==> config.mk <==
export PLATFORM = sky130hd
export DESIGN_NAME = exec_ctrl_seq_flat
export DESIGN_NICKNAME = d
export VERILOG_FILES = /design/src/rtl/exec_ctrl_if.sv /design/src/rtl/exec_ctrl_seq.sv /design/src/flat_wrapper.sv
export SDC_FILE = /design/constraint.sdc
export NUM_CORES = 1
export LEC_CHECK = 0
export ABC_CLOCK_PERIOD_IN_PS = 1400
export BUFFER_PORTS_ARGS = -buffer_cell sky130_fd_sc_hd__buf_2
export CAP_MARGIN = 20
export CORE_UTILIZATION = 35
export CTS_BUF_LIST = sky130_fd_sc_hd__clkbuf_4 sky130_fd_sc_hd__clkbuf_8
export CTS_CLUSTER_DIAMETER = 100
export DETAILED_ROUTE_END_ITERATION = 10
export GPL_ROUTABILITY_DRIVEN = 0
export PLACE_DENSITY_LB_ADDON = 0.15
export SLEW_MARGIN = 20
export SYNTH_ARGS = -nofsm -noshare
export SYNTH_HDL_FRONTEND = slang
export SYNTH_SLANG_ARGS = --single-unit
==> constraint.sdc <==
create_clock -name clock -period 1.4 [get_ports clock]
set_clock_uncertainty 0.1 [all_clocks]
set_input_delay 0.14 -clock clock [delete_from_list [all_inputs] [get_ports clock]]
set_output_delay 0.14 -clock clock [all_outputs]
set_load 0.02 [all_outputs]
==> src/rtl/exec_ctrl_if.sv <==
`default_nettype none
// ============================================================================
// Module      : exec_ctrl_if
// Description : Bundle between the IR3 front end and the execute-stage
//               controller. It carries the IR3 handshake, the memory strobes,
//               the ALU selects and the retire/status outputs.
//   master : drives in_valid, instr, stall; receives everything else
//   slave  : the controller itself (exec_ctrl_seq)
// Revision    : 1.0 - initial release
// ============================================================================
interface exec_ctrl_if #(
  parameter int ALUOP_W   = 3,
  parameter int ALU2SEL_W = 3,
  parameter int CNT_W     = 16
);
  logic                 in_valid;
  logic [3:0]           instr;
  logic                 stall;
  logic                 ir3_load;
  logic                 in_ready;
  logic                 mem_read;
  logic                 mem_write;
  logic                 mdr_load;
  logic [ALU2SEL_W-1:0] alu_2;
  logic [ALUOP_W-1:0]   alu_op;
  logic                 alu_out_write;
  logic                 flag_write;
  logic                 out_valid;
  logic                 stop;
  logic                 illegal;
  logic [CNT_W-1:0]     retired;

  modport master (
    output in_valid, instr, stall,
    input  ir3_load, in_ready, mem_read, mem_write, mdr_load, alu_2, alu_op,
           alu_out_write, flag_write, out_valid, stop, illegal, retired
  );

  modport slave (
    input  in_valid, instr, stall,
    output ir3_load, in_ready, mem_read, mem_write, mdr_load, alu_2, alu_op,
           alu_out_write, flag_write, out_valid, stop, illegal, retired
  );
endinterface
`default_nettype wire

==> src/rtl/exec_ctrl_seq.sv <==
`default_nettype none
// ============================================================================
// Module      : exec_ctrl_seq
// Description : Registered execute-stage controller. It accepts an opcode
//               from IR3 under a valid/ready handshake. One cycle later it
//               issues the ALU, flag and memory control for that opcode.
//               Loads and stores hold the memory strobes for MEM_WAIT
//               cycles. A stop opcode parks the stage in HALT until reset.
//               Illegal opcodes retire as a nop and set a sticky flag.
//               Retired instructions are counted.
// Ports       : clock - rising-edge clock
//               reset - asynchronous active-low reset
//               bus   - exec_ctrl_if.slave (handshake, strobes, status)
// Revision    : 1.0 - initial release
// ============================================================================
module exec_ctrl_seq #(
  parameter int ALUOP_W   = 3,
  parameter int ALU2SEL_W = 3,
  parameter int MEM_WAIT  = 1,
  parameter int CNT_W     = 16
) (
  input  wire logic   clock,
  input  wire logic   reset,
  exec_ctrl_if.slave  bus
);

  localparam int WAIT_W = $clog2(MEM_WAIT + 1);

  localparam logic [1:0] c_ST_RUN  = 2'd0;
  localparam logic [1:0] c_ST_MEM  = 2'd1;
  localparam logic [1:0] c_ST_HALT = 2'd2;

  localparam logic [2:0] c_CL_ALU   = 3'd0;
  localparam logic [2:0] c_CL_NOP   = 3'd1;
  localparam logic [2:0] c_CL_ILL   = 3'd2;
  localparam logic [2:0] c_CL_LOAD  = 3'd3;
  localparam logic [2:0] c_CL_STORE = 3'd4;
  localparam logic [2:0] c_CL_STOP  = 3'd5;

  localparam logic [ALU2SEL_W-1:0] c_SEL_R2   = ALU2SEL_W'(0);
  localparam logic [ALU2SEL_W-1:0] c_SEL_IMM5 = ALU2SEL_W'(3);
  localparam logic [ALU2SEL_W-1:0] c_SEL_IMM3 = ALU2SEL_W'(4);

  localparam logic [ALUOP_W-1:0] c_OP_ADD   = ALUOP_W'(0);
  localparam logic [ALUOP_W-1:0] c_OP_SUB   = ALUOP_W'(1);
  localparam logic [ALUOP_W-1:0] c_OP_OR    = ALUOP_W'(2);
  localparam logic [ALUOP_W-1:0] c_OP_NAND  = ALUOP_W'(3);
  localparam logic [ALUOP_W-1:0] c_OP_SHIFT = ALUOP_W'(4);

  logic [1:0]           r_state, w_state_nxt;
  logic [WAIT_W-1:0]    r_wait, w_wait_nxt;
  logic                 r_is_load, w_is_load_nxt;

  logic [2:0]           w_cls;
  logic [ALU2SEL_W-1:0] w_dec_alu2;
  logic [ALUOP_W-1:0]   w_dec_aluop;
  logic                 w_in_ready, w_accept;

  logic [ALU2SEL_W-1:0] r_alu_2, w_alu_2_nxt;
  logic [ALUOP_W-1:0]   r_alu_op, w_alu_op_nxt;
  logic                 r_mem_read, w_mem_read_nxt;
  logic                 r_mem_write, w_mem_write_nxt;
  logic                 r_mdr_load, w_mdr_load_nxt;
  logic                 r_alu_out_write, w_alu_out_write_nxt;
  logic                 r_flag_write, w_flag_write_nxt;
  logic                 r_out_valid, w_out_valid_nxt;
  logic                 r_stop, w_stop_nxt;
  logic                 r_illegal, w_illegal_nxt;
  logic [CNT_W-1:0]     r_retired;

  // Opcode decode. Shift and ori match on the low three bits only, so
  // opcodes 3/11 and 7/15 alias. Those checks take precedence over the
  // full 4-bit table.
  always_comb begin
    w_cls       = c_CL_ILL;
    w_dec_alu2  = c_SEL_R2;
    w_dec_aluop = c_OP_OR;
    if (bus.instr[2:0] == 3'd3) begin
      w_cls       = c_CL_ALU;
      w_dec_alu2  = c_SEL_IMM3;
      w_dec_aluop = c_OP_SHIFT;
    end else if (bus.instr[2:0] == 3'd7) begin
      w_cls       = c_CL_ALU;
      w_dec_alu2  = c_SEL_IMM5;
      w_dec_aluop = c_OP_OR;
    end else begin
      case (bus.instr)
        4'd4:    begin w_cls = c_CL_ALU; w_dec_aluop = c_OP_ADD;  end
        4'd6:    begin w_cls = c_CL_ALU; w_dec_aluop = c_OP_SUB;  end
        4'd8:    begin w_cls = c_CL_ALU; w_dec_aluop = c_OP_NAND; end
        4'd0:    w_cls = c_CL_LOAD;
        4'd2:    w_cls = c_CL_STORE;
        4'd10:   w_cls = c_CL_NOP;
        4'd1:    w_cls = c_CL_STOP;
        default: w_cls = c_CL_ILL;
      endcase
    end
  end

  // The reset term keeps ready low for the whole time reset is held.
  // During that time the state register already reads RUN.
  assign w_in_ready   = reset & (r_state == c_ST_RUN) & ~bus.stall;
  assign w_accept     = bus.in_valid & w_in_ready;
  assign bus.in_ready = w_in_ready;
  assign bus.ir3_load = w_accept;

  // State register
  always_ff @(posedge clock or negedge reset) begin
    if (!reset) begin
      r_state   <= c_ST_RUN;
      r_wait    <= '0;
      r_is_load <= 1'b0;
    end else begin
      r_state   <= w_state_nxt;
      r_wait    <= w_wait_nxt;
      r_is_load <= w_is_load_nxt;
    end
  end

  // Next-state logic. r_wait holds the number of MEM cycles still to go,
  // counting the current one.
  always_comb begin
    w_state_nxt   = r_state;
    w_wait_nxt    = r_wait;
    w_is_load_nxt = r_is_load;
    case (r_state)
      c_ST_RUN: begin
        if (w_accept) begin
          if (w_cls == c_CL_LOAD || w_cls == c_CL_STORE) begin
            w_state_nxt   = c_ST_MEM;
            w_wait_nxt    = WAIT_W'(MEM_WAIT);
            w_is_load_nxt = (w_cls == c_CL_LOAD);
          end else if (w_cls == c_CL_STOP) begin
            w_state_nxt = c_ST_HALT;
          end
        end
      end
      c_ST_MEM: begin
        w_wait_nxt = r_wait - WAIT_W'(1);
        if (r_wait == WAIT_W'(1)) w_state_nxt = c_ST_RUN;
      end
      c_ST_HALT: w_state_nxt = c_ST_HALT;
      default:   w_state_nxt = c_ST_RUN;
    endcase
  end

  // Output logic. It computes the control word for the next cycle, so the
  // registered outputs line up with the state they belong to.
  always_comb begin
    w_alu_2_nxt         = c_SEL_R2;
    w_alu_op_nxt        = c_OP_OR;
    w_mem_read_nxt      = 1'b0;
    w_mem_write_nxt     = 1'b0;
    w_mdr_load_nxt      = 1'b0;
    w_alu_out_write_nxt = 1'b0;
    w_flag_write_nxt    = 1'b0;
    w_out_valid_nxt     = 1'b0;
    w_stop_nxt          = r_stop | (w_state_nxt == c_ST_HALT);
    w_illegal_nxt       = r_illegal | (w_accept && w_cls == c_CL_ILL);
    if (w_state_nxt == c_ST_MEM) begin
      w_mem_read_nxt  = w_is_load_nxt;
      w_mem_write_nxt = ~w_is_load_nxt;
      if (w_wait_nxt == WAIT_W'(1)) begin
        w_mdr_load_nxt  = w_is_load_nxt;
        w_out_valid_nxt = 1'b1;
      end
    end else if (r_state == c_ST_RUN && w_accept) begin
      case (w_cls)
        c_CL_ALU: begin
          w_alu_2_nxt         = w_dec_alu2;
          w_alu_op_nxt        = w_dec_aluop;
          w_alu_out_write_nxt = 1'b1;
          w_flag_write_nxt    = 1'b1;
          w_out_valid_nxt     = 1'b1;
        end
        c_CL_NOP, c_CL_ILL: w_out_valid_nxt = 1'b1;
        default: ;
      endcase
    end
  end

  always_ff @(posedge clock or negedge reset) begin
    if (!reset) begin
      r_alu_2         <= c_SEL_R2;
      r_alu_op        <= c_OP_OR;
      r_mem_read      <= 1'b0;
      r_mem_write     <= 1'b0;
      r_mdr_load      <= 1'b0;
      r_alu_out_write <= 1'b0;
      r_flag_write    <= 1'b0;
      r_out_valid     <= 1'b0;
      r_stop          <= 1'b0;
      r_illegal       <= 1'b0;
      r_retired       <= '0;
    end else begin
      r_alu_2         <= w_alu_2_nxt;
      r_alu_op        <= w_alu_op_nxt;
      r_mem_read      <= w_mem_read_nxt;
      r_mem_write     <= w_mem_write_nxt;
      r_mdr_load      <= w_mdr_load_nxt;
      r_alu_out_write <= w_alu_out_write_nxt;
      r_flag_write    <= w_flag_write_nxt;
      r_out_valid     <= w_out_valid_nxt;
      r_stop          <= w_stop_nxt;
      r_illegal       <= w_illegal_nxt;
      if (r_out_valid) r_retired <= r_retired + CNT_W'(1);
    end
  end

  assign bus.alu_2         = r_alu_2;
  assign bus.alu_op        = r_alu_op;
  assign bus.mem_read      = r_mem_read;
  assign bus.mem_write     = r_mem_write;
  assign bus.mdr_load      = r_mdr_load;
  assign bus.alu_out_write = r_alu_out_write;
  assign bus.flag_write    = r_flag_write;
  assign bus.out_valid     = r_out_valid;
  assign bus.stop          = r_stop;
  assign bus.illegal       = r_illegal;
  assign bus.retired       = r_retired;

endmodule
`default_nettype wire

==> src/flat_wrapper.sv <==
// flat-port wrapper written by rule: the top's interface ports become plain ports
module exec_ctrl_seq_flat 
#(
  parameter int ALUOP_W   = 3,
  parameter int ALU2SEL_W = 3,
  parameter int MEM_WAIT  = 1,
  parameter int CNT_W     = 16
)
  (clock, reset, bus_in_valid, bus_instr, bus_stall, bus_ir3_load, bus_in_ready, bus_mem_read, bus_mem_write, bus_mdr_load, bus_alu_2, bus_alu_op, bus_alu_out_write, bus_flag_write, bus_out_valid, bus_stop, bus_illegal, bus_retired);
  exec_ctrl_if #(.ALUOP_W(ALUOP_W), .ALU2SEL_W(ALU2SEL_W), .CNT_W(CNT_W)) bus_i ();
  input  wire logic clock;
  input  wire logic reset;
  input wire logic [$bits(bus_i.in_valid)-1:0] bus_in_valid;
  input wire logic [$bits(bus_i.instr)-1:0] bus_instr;
  input wire logic [$bits(bus_i.stall)-1:0] bus_stall;
  output wire logic [$bits(bus_i.ir3_load)-1:0] bus_ir3_load;
  output wire logic [$bits(bus_i.in_ready)-1:0] bus_in_ready;
  output wire logic [$bits(bus_i.mem_read)-1:0] bus_mem_read;
  output wire logic [$bits(bus_i.mem_write)-1:0] bus_mem_write;
  output wire logic [$bits(bus_i.mdr_load)-1:0] bus_mdr_load;
  output wire logic [$bits(bus_i.alu_2)-1:0] bus_alu_2;
  output wire logic [$bits(bus_i.alu_op)-1:0] bus_alu_op;
  output wire logic [$bits(bus_i.alu_out_write)-1:0] bus_alu_out_write;
  output wire logic [$bits(bus_i.flag_write)-1:0] bus_flag_write;
  output wire logic [$bits(bus_i.out_valid)-1:0] bus_out_valid;
  output wire logic [$bits(bus_i.stop)-1:0] bus_stop;
  output wire logic [$bits(bus_i.illegal)-1:0] bus_illegal;
  output wire logic [$bits(bus_i.retired)-1:0] bus_retired;
  assign bus_i.in_valid = bus_in_valid;
  assign bus_i.instr = bus_instr;
  assign bus_i.stall = bus_stall;
  assign bus_ir3_load = bus_i.ir3_load;
  assign bus_in_ready = bus_i.in_ready;
  assign bus_mem_read = bus_i.mem_read;
  assign bus_mem_write = bus_i.mem_write;
  assign bus_mdr_load = bus_i.mdr_load;
  assign bus_alu_2 = bus_i.alu_2;
  assign bus_alu_op = bus_i.alu_op;
  assign bus_alu_out_write = bus_i.alu_out_write;
  assign bus_flag_write = bus_i.flag_write;
  assign bus_out_valid = bus_i.out_valid;
  assign bus_stop = bus_i.stop;
  assign bus_illegal = bus_i.illegal;
  assign bus_retired = bus_i.retired;
  exec_ctrl_seq #(.ALUOP_W(ALUOP_W), .ALU2SEL_W(ALU2SEL_W), .MEM_WAIT(MEM_WAIT), .CNT_W(CNT_W)) u_core (.clock(clock), .reset(reset), .bus(bus_i));
endmodule
Word-level counts from Yosys, hierarchy flattened
Cells that the tools add are included.
Widths: inputs -> output; s select.
{ "totals": {"regBits": 33, "latchBits": 0, "mem_bits_rw": 0, "rom_bits": 0, "in_bits": 8, "out_inout_bits": 32, "elab_cells": 83, "memories": 0} }
{ "op_classes": {"n_addsub": 2, "n_mul": 0, "div": 0, "order_cmp": 0, "n_eq_ne": 17, "n_shift": 0, "muxes": 36, "n_bitwise": 7, "reduce_logical": 8} }
{ "ops": {"columns": ["operator", "n"], "rows": [
  ["$mux 3", 11],
  ["$add 16x1->16 const B", 1],
  ["$mux 1", 16],
  ["$pmux 3 s5", 1],
  ["$pmux 2 s3", 2],
  ["$mux 2", 5],
  ["$eq 3x2->1 const B", 3],
  ["$eq 3x3->1 const B", 3],
  ["$eq 4x3->1 const B", 2],
  ["$eq 4x4->1 const B", 2],
  ["$reduce_or 3->1", 2],
  ["$eq 2x1->1 const B", 2],
  ["$eq 2x2->1 const B", 2],
  ["$eq 4x1->1 const B", 1],
  ["$eq 4x2->1 const B", 1],
  ["$logic_not 4->1", 1],
  ["$and 1x1->1", 3],
  ["$eq 3x1->1 const B", 1],
  ["$logic_not 3->1", 1],
  ["$logic_and 1x1->1", 2],
  ["$logic_not 2->1", 1],
  ["$not 1->1", 2],
  ["$or 1x1->1", 2],
  ["$pmux 1 s2", 1],
  ["other kinds (2)", 2]
]} }

Depth between registers and ports, before layout
Gate-level depths: netlist of run 1.
{ "logic_depth": {"depth_word": 12, "ltp_mapped": 5, "mapped_depth_nobuf": 5} }

Least setup slack after synthesis of run 1
Ideal clock, no wire load.
{ "synth_timing": {"path_kind": "register -> register", "start": "register u_core.r_state[1]", "end": "register u_core.r_alu_op[1] (netlist: u_core.bus.alu_op[1])", "arrival_ps": 1364, "slack_ps": -150, "path_stages_with_launch": 5, "period_less_slack_ps": 1550, "cell_sequence": "dfrtp_1 nor4b_4 nand2_1 inv_1 nand2_1"} }
{ "synth_between": {"elab_chain_len": 8} }
{ "synth_rtl": {"columns": ["item", "line_no", "text"], "rows": [
  ["start, declared", "exec_ctrl_seq.sv:50", "logic [1:0] r_state, w_state_nxt;"],
  ["start signal, assigned", "exec_ctrl_seq.sv:110", "r_state <= c_ST_RUN;"],
  ["start signal, assigned", "exec_ctrl_seq.sv:114", "r_state <= w_state_nxt;"],
  ["$logic_not 2->1 (*)", "exec_ctrl_seq.sv:102", "assign w_in_ready = reset & (r_state == c_ST_RUN) & ~bus.stall;"],
  ["$and 1x1->1 (*) (2 in a row)", "exec_ctrl_seq.sv:102", null],
  ["named net bus_in_ready", "flat_wrapper.sv:17", "output wire logic [$bits(bus_i.in_ready)-1:0] bus_in_ready;"],
  ["$and 1x1->1 (*)", "exec_ctrl_seq.sv:103", "assign w_accept = bus.in_valid & w_in_ready;"],
  ["named net bus_ir3_load", "flat_wrapper.sv:16", "output wire logic [$bits(bus_i.ir3_load)-1:0] bus_ir3_load;"],
  ["$mux 2", "exec_ctrl_seq.sv:128", "if (w_accept) begin"],
  ["$pmux 2 s3", "exec_ctrl_seq.sv:126", "case (r_state)"],
  ["$eq 2x1->1", "exec_ctrl_seq.sv:160", "if (w_state_nxt == c_ST_MEM) begin"],
  ["$mux 3 (*)", "exec_ctrl_seq.sv:160", null],
  ["named net u_core.w_alu_op_nxt[1]", "exec_ctrl_seq.sv:60", "logic [ALUOP_W-1:0] r_alu_op, w_alu_op_nxt;"],
  ["end signal, assigned", "exec_ctrl_seq.sv:185", "r_alu_op <= c_OP_OR;"],
  ["end signal, assigned", "exec_ctrl_seq.sv:197", "r_alu_op <= w_alu_op_nxt;"],
  ["end, declared", "exec_ctrl_seq.sv:60", null]
]} }
The timed path passes the listed nets; every way through them passes the cells marked *.
A chain may end at the register's enable or synchronous reset.

Final worst setup path of run 1
{ "layout_timing": {"start": "register u_core.r_state[0]", "end": "output bus_ir3_load"} }
{ "layout_between": {"elab_chain_len": 4} }
{ "layout_rtl": {"columns": ["item", "line_no"], "rows": [
  ["$logic_not 2->1", "exec_ctrl_seq.sv:102"],
  ["$and 1x1->1 (2 in a row)", "exec_ctrl_seq.sv:102"],
  ["$and 1x1->1", "exec_ctrl_seq.sv:103"],
  ["end, declared", "flat_wrapper.sv:16"]
]} }
No other way between the ends.

==> flow_summary.ini, run 1 <==
[yosys]
synth_mux_area_share_pct = 0.825
ys_seq_area_share_pct = 56.9
synth_warnings = 0
syn_area_per_cell_um2 = 11.7
synth_xor_area_share_pct = 9.62
syn_nets = 126
yosysUniqueCellTypes = 29
synth_area_um2 = 1370
ys_ff_latch = 31
synth_top_family_by_area = simple AND/OR/NAND/NOR gates
synth_fa_ha_area_share_pct = 0.917
synthSimpleGateAreaFrac_pct = 22.5
yosysTopAreaCell = dfrtp_1
synthTopCellsByArea = dfrtp_1 55%, xor2_1 6.4%, xnor2_1 3.2%, nand4_4 3.1%, nand2_1 3.0%
synth_compound_area_share_pct = 5.96
netlist_instances = 117
synth_top_area_share_pct = 55.0

[cts]
clockBufferDepth = 2
ctsHtreeMaxLevel = 2
root_buffer = clkbuf_8
clock_latency_ns = 0.28
clkSinkCount = 31
clk_pin_slew_ns = 0.06
numCtsBuffers = 5
cts_tree = done

[sta]
period_needed_ns = 1.52
slew_headroom_pct = 50.9
layout_setup_ws_ns = -0.121
slew_viol_final = 0
whs_ns = 0.0280
fmax_mhz = 657
setup_violations = 7
final_hold_viol_count = 0
worstMarginPinSlew_ns = 0.727
min_period_over_period_pct = 109
rsz0062_at_grt = yes

[flow_run]
cap_violations = 0

[floorplan]
ioPinCount = 40
die_h_um = 64.5
initial_core_util_pct = 37.0
rows = 22
dieArea_um2 = 4150
coreArea_um2 = 3690
die_w_um = 64.5

[power_and_ir_drop]
switching_share_pct = 31.5
p_clk_share_pct = 27.6
power.share.sequential_pct = 45.6
intPower_mw = 1.74
switchingPower_mw = 0.799
p_comb_share_pct = 26.8
p_per_area_nw_per_um2 = 1280
irDropWorstVdd_mv = 0.550
p_leak_nw = 1.03

[cells_and_area]
area_growth_pct = 45.4
layout_commonest_cell = buf_2
antenna_cells = 0
fin_nets = 188
fin_cells = 228
drive_above_1_share_pct = 55.6
final_cell_mix = 37 x buf_2, 24 x dfrtp_1, 17 x buf_4
fill_cells = 350

[setup_path]
timing.rr.end = u_core.bus.stop
crit_type = reg2out
crit_start = u_core.r_state[0]
startpoint_type = flip-flop
reg2reg_from = u_core.r_state[0]
worstPathArrival_ns = 1.28
cp-end-kind = primary output
crit_slowest_cell = dfrtp_1
worstPathRequired_ns = 1.16
path_buf_inv = 2
rrSetupSlack_ns = -0.08
cp_slowest_stage_delay_ns = 0.41
cp_max_fo = 2
critPathTopFamily = simple AND/OR/NAND/NOR gates
reg2reg_depth = 6
cp_cell_sequence = nor4b_4 > nand2_2 > inv_4 > buf_6

[hold_path]
whs_path_depth = 2
hp-start = bus_instr[0]
hp-class = in2reg
hold_end = u_core.bus.alu_op[0]

[drt]
drc_errors = 0
antenna_left = 0
vias_per_cell = 4.82
drt_pass1_iterations = 4
wl_per_cell_um = 13.5
drt_iter0_drc = 70
vias = 1098
wl_mm = 3.07

[status]
violations = negative setup slack
outcome = complete, but fails checks

[global_routing]
grt_max_degree = 32
overflow = 0
grt_pass1_wl_mm = 4.96
grt_pass1_vias = 1068
antenna_found_initial = 0
track_usage_pct = 16.1

[placed_design]
portBuffers = 39
dpl.hpwl_mm = 1.97
placedCellCount = 208
## synth_stat cells, drive strengths merged
cell     n
dfrtp   30
nand2   11
xor2    10
nand4    8
nor2     7
nor3     7
inv      5
xnor2    5
o21ai    4
a21oi    3
and3     3
buf      3
o22ai    3
a31oi    2
nand2b   2
nand3    2
nor4b    2
o21bai   2
or3      2
clkbuf   1
dfstp    1
ha       1
mux2     1
nor4     1
or2      1
## repair_timing
| item | in CTS | in global routing |
|---|---|---|
| gates resized for setup | 7 | 21 |
| setup buffers | 5 | 5 |
| setup endpoints to repair | 4 | 21 |
| hold buffers | 2 | 0 |
| hold endpoints to repair | 31 | 0 |
| pin swaps | 2 | 12 |
## metrics by stage
step	util, %	total power, mW	setup TNS (ns)	setup WS (ns)	instance area (µm²)
final	53.8	2.54	-0.380	-0.121	1980
after global routing	53.8	2.69	-0.969	-0.184	1980
after CTS	50.2	2.43	-0.483	-0.155	1850
after detailed placement	45.4	1.65	-0.00496	-0.00496	1680
after global placement	45.4	1.64	0	0.0440	1680
after floorplan	-	1.45	-0.392	-0.0619	1390
## routing by layer
metal	up-vias	share of wire, %	GRT usage, %
met1	533	42	19.4
met3	5	5.9	6.16
met2	33	51	26.2
li1	527	-	-
met4	0	1.4	5.83
met5	-	0	0
## area by class of cell
class	count	area (µm²)	share of cell area (%)
clock buffer	7	83.8	4.22
clock inverter	1	5.00	0.252
inverter	5	21.3	1.07
multi-input combinational	77	663	33.4
sequential	31	785	39.5
tap	48	60.1	3.03
timing repair buffer	59	367	18.5
## state kept, by name, indices dropped and copies added, names as in the netlist
signal,cells
u_core.bus.mdr_load,1
u_core.bus.alu_op,2
u_core.bus.retired,16
u_core.bus.stop,1
u_core.r_wait,1
u_core.r_state,2
u_core.r_is_load,1
u_core.bus.illegal,1
u_core.bus.alu_out_write,1
u_core.bus.out_valid,1
u_core.bus.mem_read,1
u_core.bus.alu_2,2
u_core.bus.mem_write,1
## worst max path at each step
stage,endpoint,cells past startpoint
final,bus_ir3_load,4
after global routing,bus_ir3_load,4
after floorplan,u_core.r_is_load,4
after global placement,u_core.bus.retired[12],5
after CTS,bus_ir3_load,4
after detailed placement,u_core.bus.retired[12],5
## power by group through the flow
| stage | clock network [mW] | logic (mW) | registers [mW] |
|---|---|---|---|
| 6_report | 0.701 | 0.678 | 1.16 |
| 5_1_grt | 0.770 | 0.740 | 1.18 |
| 3_5_place_dp | 0 | 0.490 | 1.16 |
| 2_1_floorplan | 0 | 0.183 | 1.26 |
| 3_3_place_gp | 0 | 0.485 | 1.16 |
| 4_1_cts | 0.720 | 0.573 | 1.13 |
## cell families after synthesis
family	Yosys count
AOI/OAI and AO/OA	14
muxes	1
DFF	31
adders and majority gates	1
buffers and inverters	9
and+or+nand+nor	46
xor gates and xnor gates	15
(Power assumes the default switching activity.)
==> run 2: changes to the inputs <==
--- a/config.mk
+++ b/config.mk
@@ -14,6 +14,8 @@
 export DETAILED_ROUTE_END_ITERATION = 10
 export GPL_ROUTABILITY_DRIVEN = 0
 export PLACE_DENSITY_LB_ADDON = 0.15
+export RECOVER_POWER = 25
+export REMOVE_ABC_BUFFERS = 1
 export SLEW_MARGIN = 20
 export SYNTH_ARGS = -nofsm -noshare
 export SYNTH_HDL_FRONTEND = slang
==> run 2 against run 1 <==
The run still ends with negative setup slack left. Core utilization rose by 0.51 points. Flip-flop and latch count unchanged. Design area is 0.95% higher. Sequential share of layout area is 0.75 points lower. Clock power about the same. Non-clock buffer count rose by 4. Hold slack worse by 0.0048 ns. Global-route usage up 0.50 points.
==> flow_summary.ini, run 2 (synthesized netlist as in run 1, its figures left out) <==
[status]
outcome = complete, but fails checks
violations = negative setup slack

[cells_and_area]
finalInstanceArea_um2 = 2000
layout_commonest_cell = buf_2
final_cell_mix = 36 x buf_2, 30 x dfrtp_1, 19 x buf_4
antenna_cells = 0
drive_above_1_share_pct = 53.3
fin_nets = 192
area_growth_pct = 46.7
fin_util_pct = 54.3
fin_cells = 232
largest_reg_flops = 16

[sta]
layout_setup_ws_ns = -0.165
final_hold_viol_count = 0
slew_headroom_pct = 49.1
min_period_over_period_pct = 112
whs_ns = 0.0231
fmax_mhz = 639
setup_violations = 4
period_needed_ns = 1.57
tns_ns = -0.361
worstMarginPinSlew_ns = 0.764
rsz0062_at_grt = yes
slew_viol_final = 0

[global_routing]
antenna_found_initial = 0
overflow = 0
grt_pass1_wl_mm = 5.14
track_usage_pct = 16.6
grt_max_degree = 32
grt_pass1_vias = 1066

[power_and_ir_drop]
switching_share_pct = 31.3
p_leak_nw = 1.05
total_power_mw = 2.53
irDropWorstVdd_mv = 0.685
p_per_area_nw_per_um2 = 1260
intPower_mw = 1.74
power.share.sequential_pct = 43.7
p_clk_share_pct = 27.8
p_comb_share_pct = 28.5
switchingPower_mw = 0.793

[drt]
vias = 1113
drc_errors = 0
antenna_left = 0
wl_mm = 3.26
drt_pass1_iterations = 4
vias_per_cell = 4.80
drt_iter0_drc = 60
wl_per_cell_um = 14.0

[floorplan]
dieArea_um2 = 4150
die_h_um = 64.5
coreArea_um2 = 3690
rows = 22
die_w_um = 64.5
ioPinCount = 40
initial_core_util_pct = 37.0

[setup_path]
worstPathRequired_ns = 1.16
startpoint_type = flip-flop
crit_type = reg2out
cp_max_fo = 3
cp-end-kind = primary output
worstPathArrival_ns = 1.33

[placed_design]
dpl.hpwl_mm = 2.09
place_area_um2 = 1680
placedCellCount = 212
dp_slack_ns = -0.0314
portBuffers = 39

[cts]
clk_pin_slew_ns = 0.06
clockBufferDepth = 2
root_buffer = clkbuf_8
numCtsBuffers = 5
clock_latency_ns = 0.28
cts_tree = done
clkSinkCount = 31
ctsHtreeMaxLevel = 2

[flow_run]
cap_violations = 0

[hold_path]
hp-class = in2reg
==> run 2: metal layers <==
metal	GRT usage [%]	share of wire [%]	up-vias
met2	24.1	48	25
met4	7.50	1.5	0
met5	0	0	-
met1	22.3	45	550
li1	-	-	533
met3	5.81	4.9	5
==> run 2: layout make-up <==
class                      instances  area, µm²
inverter                           5       18.8
tap                               48       60.1
fill                             344       1690
clock buffer                       7       83.8
multi-input combinational         77        662
clock inverter                     1       5.00
sequential                        31        777
timing repair buffer              63        397
==> run 2: what timing repair did <==
| action | in CTS | in global routing |
|---|---|---|
| hold endpoints to repair | 31 | 0 |
| resized for setup | 15 | 21 |
| hold buffers | 2 | 0 |
| endpoints found under the setup margin | 4 | 20 |
| setup buffers | 3 | 9 |
| pin swaps | 6 | 9 |
==> run 2: power groups by stage <==
stage	Clock (mW)	Combinational (mW)	Sequential (mW)
after global placement	0	0.568	1.11
after floorplan	0	0.168	1.25
after detailed placement	0	0.579	1.12
final	0.703	0.721	1.11
after global routing	0.774	0.787	1.12
after CTS	0.720	0.612	1.10
==> run 2: path summary, 6_finish.rpt <==
kind	startpoint	end	slack [ns]	depth (start not counted)
setup / recovery	u_core.r_state[0]	bus_ir3_load	-0.17	4
hold / removal	bus_instr[0]	u_core.bus.alu_op[0]	0.02	2
setup reg to reg	u_core.r_state[0]	u_core.bus.stop	-0.03	5
hold reg to reg	u_core.bus.retired[15]	u_core.bus.retired[15]	0.36	1
max in group asynchronous	reset	u_core.bus.retired[4]	0.18	3
min in group asynchronous	reset	u_core.bus.retired[2]	0.53	3
==> run 2: critical path, stage by stage, from the launching register on <==
cell and delay (ns):
dfrtp_1 0.41, nor4b_4 0.33, nand2_2 0.13, inv_2 0.08
buf_6 0.11
